## src/rtl/pipe_control_unit.sv

```systemverilog
// Pipelined control unit: decodes the ID opcode into an 8-bit control word, carries it through
// ID/EX, EX/MEM and MEM/WB, detects load-use and branch-operand hazards and resolves branch/jump in ID.
module pipe_control_unit #(
  parameter int OP_W   = 6,
  parameter int RA_W   = 5,
  parameter int CNT_W  = 16,
  parameter int BR_FWD = 0
) (
  input  logic             clk_i,
  input  logic             rst_i,
  input  logic [OP_W-1:0]  op_i,
  input  logic [RA_W-1:0]  rs_i,
  input  logic [RA_W-1:0]  rt_i,
  input  logic [RA_W-1:0]  rd_i,
  input  logic             branch_eq_i,
  output logic             stall_o,
  output logic             flush_o,
  output logic             branch_o,
  output logic             jump_o,
  output logic             illegal_o,
  output logic             ex_alusrc_o,
  output logic [1:0]       ex_aluop_o,
  output logic             ex_regdst_o,
  output logic             mem_read_o,
  output logic             mem_write_o,
  output logic             wb_regwrite_o,
  output logic             wb_memtoreg_o,
  output logic [CNT_W-1:0] stall_cnt_o
);

  localparam logic [OP_W-1:0] OP_R    = OP_W'('h00);
  localparam logic [OP_W-1:0] OP_ADDI = OP_W'('h08);
  localparam logic [OP_W-1:0] OP_LW   = OP_W'('h23);
  localparam logic [OP_W-1:0] OP_SW   = OP_W'('h2B);
  localparam logic [OP_W-1:0] OP_BEQ  = OP_W'('h04);
  localparam logic [OP_W-1:0] OP_J    = OP_W'('h02);

  // Word layout: [0] ALUSrc, [2:1] ALUOp, [3] RegDst, [4] MemRead, [5] MemWrite, [6] RegWrite, [7] MemtoReg
  logic [7:0]      id_word;
  logic            reads_rs;
  logic            reads_rt;
  logic            is_beq;
  logic            is_j;
  logic            unknown_op;
  logic [RA_W-1:0] id_dst;

  logic [7:0]      idex_word;
  logic [RA_W-1:0] idex_dst;
  logic [3:0]      exmem_word;
  logic [RA_W-1:0] exmem_dst;
  logic [1:0]      memwb_word;
  logic [CNT_W-1:0] stall_cnt;

  logic load_use;
  logic idex_br_hit;
  logic exmem_br_hit;
  logic branch_haz;
  logic stall;

  always_comb begin
    id_word    = 8'h00;
    reads_rs   = 1'b0;
    reads_rt   = 1'b0;
    is_beq     = 1'b0;
    is_j       = 1'b0;
    unknown_op = 1'b0;
    case (op_i)
      OP_R:    begin id_word = 8'h4E; reads_rs = 1'b1; reads_rt = 1'b1; end
      OP_ADDI: begin id_word = 8'h41; reads_rs = 1'b1; end
      OP_LW:   begin id_word = 8'hD1; reads_rs = 1'b1; end
      OP_SW:   begin id_word = 8'h21; reads_rs = 1'b1; reads_rt = 1'b1; end
      OP_BEQ:  begin id_word = 8'h02; reads_rs = 1'b1; reads_rt = 1'b1; is_beq = 1'b1; end
      OP_J:    is_j = 1'b1;
      default: unknown_op = 1'b1;
    endcase
  end

  assign id_dst = id_word[3] ? rd_i : rt_i;

  assign load_use = idex_word[4] && (idex_dst != '0) &&
                    ((reads_rs && idex_dst == rs_i) || (reads_rt && idex_dst == rt_i));

  assign idex_br_hit  = idex_word[6] && (idex_dst != '0) &&
                        (idex_dst == rs_i || idex_dst == rt_i);
  // With forwarding, only a load still in MEM cannot supply the comparator in time.
  assign exmem_br_hit = ((BR_FWD == 0) || exmem_word[0]) && exmem_word[2] && (exmem_dst != '0) &&
                        (exmem_dst == rs_i || exmem_dst == rt_i);
  assign branch_haz   = is_beq && (idex_br_hit || exmem_br_hit);

  assign stall = load_use | branch_haz;

  always_ff @(posedge clk_i or negedge rst_i) begin
    if (!rst_i) begin
      idex_word  <= '0;
      idex_dst   <= '0;
      exmem_word <= '0;
      exmem_dst  <= '0;
      memwb_word <= '0;
      stall_cnt  <= '0;
    end else begin
      idex_word  <= stall ? 8'h00 : id_word;
      idex_dst   <= stall ? '0 : id_dst;
      exmem_word <= idex_word[7:4];
      exmem_dst  <= idex_dst;
      memwb_word <= exmem_word[3:2];
      if (stall && stall_cnt != '1) stall_cnt <= stall_cnt + 1'b1;
    end
  end

  assign stall_o       = stall;
  assign branch_o      = !stall && is_beq && branch_eq_i;
  assign jump_o        = !stall && is_j;
  assign flush_o       = branch_o | jump_o;
  assign illegal_o     = unknown_op;
  assign ex_alusrc_o   = idex_word[0];
  assign ex_aluop_o    = idex_word[2:1];
  assign ex_regdst_o   = idex_word[3];
  assign mem_read_o    = exmem_word[0];
  assign mem_write_o   = exmem_word[1];
  assign wb_regwrite_o = memwb_word[0];
  assign wb_memtoreg_o = memwb_word[1];
  assign stall_cnt_o   = stall_cnt;

endmodule

```

## config.mk

```make
export PLATFORM = sky130hd
export DESIGN_NAME = pipe_control_unit
export DESIGN_NICKNAME = d
export VERILOG_FILES = /design/src/rtl/pipe_control_unit.sv
export SDC_FILE = /design/constraint.sdc
export NUM_CORES = 1
export LEC_CHECK = 0
export CORE_UTILIZATION = 47
export DETAILED_ROUTE_END_ITERATION = 16
export HOLD_SLACK_MARGIN = 0.12
export PLACE_DENSITY = 0.79
export SETUP_SLACK_MARGIN = 0.4
export SLEW_MARGIN = 20
export SYNTH_ARGS = -nofsm -noshare
export SYNTH_HDL_FRONTEND = slang
export SYNTH_SLANG_ARGS = --single-unit
```

## constraint.sdc

```tcl
create_clock -name clk_i -period 2.8 [get_ports clk_i]
set_clock_uncertainty 0.2 [all_clocks]
set_input_delay 0.42 -clock clk_i [delete_from_list [all_inputs] [get_ports clk_i]]
set_output_delay 0.42 -clock clk_i [all_outputs]
set_load 0.03 [all_outputs]
```

After elaboration in Yosys (flattened, before gate mapping)
Cells that the tools add are included.
- register bits after elaboration: 40
- input port bits: 24
- output and inout bits: 29
- add/sub/neg operators: 1
- equality and inequality tests: 10
- muxes and demuxes: 9
- bitwise gates (word level): 2
- reductions and logical operators: 24
- operators by type and width (kind ; number):
    case mux 8 bit (5 select lines) ; 1
    equality test 5 bit ; 4
    adder 16 x 1 -> 16 bit, second input constant ; 1
    inequality test 16 bit, second input constant ; 1
    logical AND 1 bit ; 13
    equality test 6 bit, second input constant ; 2
    2-to-1 mux 5 bit ; 2
    nonzero test 5 bit ; 2
    2-to-1 mux 8 bit ; 1
    equality test 6 x 2 -> 1 bit, second input constant ; 1
    equality test 6 x 3 -> 1 bit, second input constant ; 1
    equality test 6 x 4 -> 1 bit, second input constant ; 1
    zero test 6 bit ; 1
    OR reduction 6 bit ; 1
    2-to-1 mux 1 bit ; 5
    OR reduction 5 bit ; 1
    logical OR 1 bit ; 4
    OR reduction 3 bit ; 1
    bitwise OR 1 bit ; 2
    zero test 1 bit ; 1

Logic depth before layout (Yosys ltp)
- depth in word-level cells: 11
- depth in mapped cells: 8
- gate-level depth less buffers: 8

Worst setup path before layout
OpenSTA, ideal clock, no wires.
- path kind: register to output
- from: register idex_dst[1]
- to: output flush_o
- data arrival time: 2.262 ns
- slack: -0.082 ns
- cell stages (with the launch flop): 7
- path buffers: 1
- path through: dfrtp_1 -> or4_1 -> o21ai_1 -> o21ai_4 -> buf_4 -> nor2_1 -> or2_1
- cells in the longest elaborated chain, start to end: 10
- ends and longest elaborated chain (what ; RTL line ; source):
    start: declaration ; 48 ; logic [RA_W-1:0] idex_dst;
    start signal: assignment ; 102 ; idex_dst <= stall ? '0 : id_dst;
    equality test 5 bit or nonzero test 5 bit (tied branches) ; -- ;
    logical OR 1 bit or logical AND 1 bit (tied branches) ; 84, 83 ;
    logical AND 1 bit ; 83 ; assign idex_br_hit = idex_word[6] && (idex_dst != '0) &&
    logical OR 1 bit ; 88 ; assign branch_haz = is_beq && (idex_br_hit || exmem_br_hit);
    logical AND 1 bit ; 88 ;
    bitwise OR 1 bit (*) ; 90 ; assign stall = load_use | branch_haz;
    zero test 1 bit (*) ; 111 ; assign branch_o = !stall && is_beq && branch_eq_i;
    logical AND 1 bit (*) (2 in a row) ; 111 ;
    named net branch_o ; 18 ; output logic branch_o,
    bitwise OR 1 bit (*) ; 113 ; assign flush_o = branch_o | jump_o;
    end: declaration ; 17 ; output logic flush_o,
The timed path passes the listed nets; every way through them passes the cells marked *.

Final worst setup path
- from: input op_i[1]
- to: output flush_o
- cells in the longest elaborated chain, start to end: 11
- ends and longest elaborated chain (what ; RTL line ; source):
    start: declaration ; 11 ; input logic [OP_W-1:0] op_i,
    equality test 6 x 3 -> 1 bit, or another cell as far along ; 67 ; case (op_i)
    OR reduction 5 bit (no line) or OR reduction 3 bit (tied branches) ; -- ;
    2-to-1 mux 1 bit ; 67 ;
    logical AND 1 bit ; 81 ; ((reads_rs && idex_dst == rs_i) || (reads_rt && idex_dst == rt_i));
    logical OR 1 bit ; 81 ;
    logical AND 1 bit ; 80 ; assign load_use = idex_word[4] && (idex_dst != '0) &&
    bitwise OR 1 bit ; 90 ;
    zero test 1 bit ; 111, 112 ;
    logical AND 1 bit (2 in a row) ; 111 ;
    bitwise OR 1 bit (*) ; 113 ;
Mark *: on every way between the ends. The rest lies on a longest branch, timed or not.

==> reports/summary.txt <==
outcome -> finished, violations left
violated checks -> setup timing
Fillers -> 148
max-slew violations -> 0
Clk Latency, worst-skew pair -> 0.30 ns
r2r startpoint -> idex_dst[0]
gr usage total -> 28.4%
first-pass GRT wire length -> 8870 µm
Die H -> 65.2 µm
Buffers on Ports -> 52
hold slack -> 0.162 ns
Logic pwr share -> 15.0%
hold depth -> 0
multi-input logic area -> 1240 µm²
ys flop type -> dfrtp_1
largest net degree at the start of global routing -> 38
Clock transition at path regs -> 0.08 ns
reg2reg path depth -> 13
ys async rst share -> 100%
Worst Path Max Fanout -> 4
switching share of total power -> 25.8%
Hold Crit Start -> idex_word[5]
Via density -> 5.77
Area Overhead vs Synth -> 77.9%
Syn. warnings -> 0
Startpoint Class -> input pin
Crit. End Element -> primary output
die width -> 65.2 µm
Max-slew headroom -> 67.6%
unrepaired setup endpoints after global routing -> true
Cell variety after synth -> 40
vias -> 1875
most frequent cells in the layout -> 34 x clkdlybuf4s50_1, 33 x dfrtp_1, 28 x buf_4, 20 x buf_6, 15 x xnor2_1
final net count -> 301
clock power share -> 36.8%
Mean Syn Cell Area -> 10.8 µm²
max cap viols -> 0
NetSw -> 0.298 mW
Hold Crit Endpoint -> exmem_word[1]
clk buf depth -> 2
DRT iter0 DRCs -> 180
fin crit period -> 2.87 ns
fraction of layout cells with a size suffix above 1 -> 43.3%
Inserted Clock Buffers -> 5
Tcrit/Tclk final -> 102%
critical path class -> in -> out
Reg2Reg Capture Point -> stall_cnt_o[15]
antenna-violating nets left -> 0
syn_nets -> 199
Synth Cell Area -> 1880 µm²
n_diodes -> 0
Hold WC Path Type -> reg -> reg
die area -> 4250 µm²
HPWL after DPL -> 3390 µm
EDFF count, synth -> 0
Register Area -> 931 µm²
Setup violations, final -> 2
Starting Density -> 50.1%
r2r setup slk -> 0.06 ns
sequential power share -> 48.3%
Seq/Total Area, Yosys -> 49.3%
CTS Sinks -> 37
CTS H-Tree Depth -> 2
Static Leakage -> 1.51 nW
IO Pins -> 53
drt total wl -> 6810 µm
setup TNS -> -0.0798 ns
Finished Core Util -> 89.2%
drt pass-1 iters -> 5
Cells after Synth -> 174
Synth Register Bits -> 37
final hold vios -> 0
final worst setup slack -> -0.0678 ns
Cell Pwr Density -> 345 nW/µm²
DRC -> 0
Crit path required time -> 2.18 ns
Pint -> 0.856 mW
most common cell after layout, fill and taps aside -> clkdlybuf4s50_1
Place WS -> -0.784 ns
Rows -> 22
RePlAce Congestion -> 0.910
Core Area -> 3740 µm²
Routed WL per cell -> 20.9 µm
Max VDD drop -> 344 µV
Peak Freq -> 349 MHz
WP data arrival -> 2.25 ns
vias in the first global route -> 1832
grt ovf -> 0
Worst Max-Slew Pin Slew -> 0.486 ns
initial antenna violation count -> 0
TritonCTS clock tree -> yes
clock root cell -> clkbuf_8
[cells by family (layout without fill, tap and decap cells)]
family / count (synthesis) / after routing / share of synthesized area (%)
buf+inv: 7 / 110 / 2.20
xor+xnor: 34 / 34 / 15.9
compound gates: 14 / 14 / 5.93
flops: 37 / 37 / 49.3
mux: 6 / 6 / 3.27
fa+ha+maj: 2 / 2 / 1.20
simple gates: 74 / 74 / 22.2
[metal layers]
layer	wire length, µm	global-route usage, %	vias to the layer above
li1	-	-	815
met1	2640	31.7	928
met2	3440	51.0	97
met3	360	4.34	35
met4	369	15.8	0
met5	0	0	-
[stage by stage]
step	instances	instance area, µm²	power, mW
2_1_floorplan	174	1910	0.618
3_3_place_gp	297	2650	0.708
3_5_place_dp	297	2650	0.714
4_1_cts	319	2960	1.12
5_1_grt	325	3340	1.19
6_report	325	3340	1.15
[what timing repair did]
action                                 in CTS  in global routing
setup endpoints to repair                  30                 31
endpoints found under the hold margin       0                  0
cloned                                      1                  2
resized for setup                          56                 67
hold buffers                                0                  0
setup buffers                              13                  4
pin swaps                                  14                 15
[layout make-up]
cell class	instances	area share, %
multi-input combinational	130	37.1
sequential	37	27.9
clock buffer	7	2.88
timing repair buffer	100	30.0
inverter	2	0.225
tap	48	1.80
clock inverter	1	0.150
[state kept, by name, summed over array words and instances, names as in the netlist]
register and flops:
exmem_dst 5, exmem_word 3, idex_dst 5, idex_word 6
memwb_word 2, stall_cnt_o 16
[synth_stat cells (2+ instances only)]
cell type	count	area, µm²
nand4_1	3	18.8
a31oi_1	2	12.5
a21oi_1	3	15.0
xor2_1	12	105
inv_1	2	7.51
dfrtp_1	37	926
or2_2	2	12.5
mux2i_1	5	50.1
buf_4	4	30.0
nand2b_1	3	18.8
nor3_1	5	25.0
and3_1	5	31.3
or3_1	2	12.5
nor2_1	15	56.3
nand3_1	14	70.1
nor3b_2	3	37.5
nand2_1	11	41.3
or4_1	2	15.0
xnor2_1	22	193
or2_1	2	12.5
[worst max-delay path by stage]
stage	endpoint	slack, ns	startpoint	cells after the start
finish	flush_o	-0.07	op_i[1]	9
floorplan	flush_o	0.15	op_i[0]	8
detailed placement	flush_o	-0.78	op_i[1]	8
CTS	flush_o	0.09	op_i[0]	8
global route	flush_o	-0.13	rt_i[4]	9
global placement	flush_o	-0.69	op_i[0]	9
[power by group through the flow]
stage	clock [mW]	sequential, mW	combinational, mW
3_3_place_gp	0	0.564	0.144
2_1_floorplan	0	0.567	0.0505
3_5_place_dp	0	0.565	0.149
5_1_grt	0.449	0.558	0.183
6_report	0.424	0.557	0.173
4_1_cts	0.412	0.555	0.154
[critical path, cell delays in order]
cell	delay (ns)
buf_2	0.13
or4b_4	0.56
a21oi_2	0.18
a32o_2	0.24
a22oi_2	0.10
o21ai_4	0.20
nor2_4	0.05
or2_4	0.23
buf_6	0.14
(Power assumes the default switching activity.)
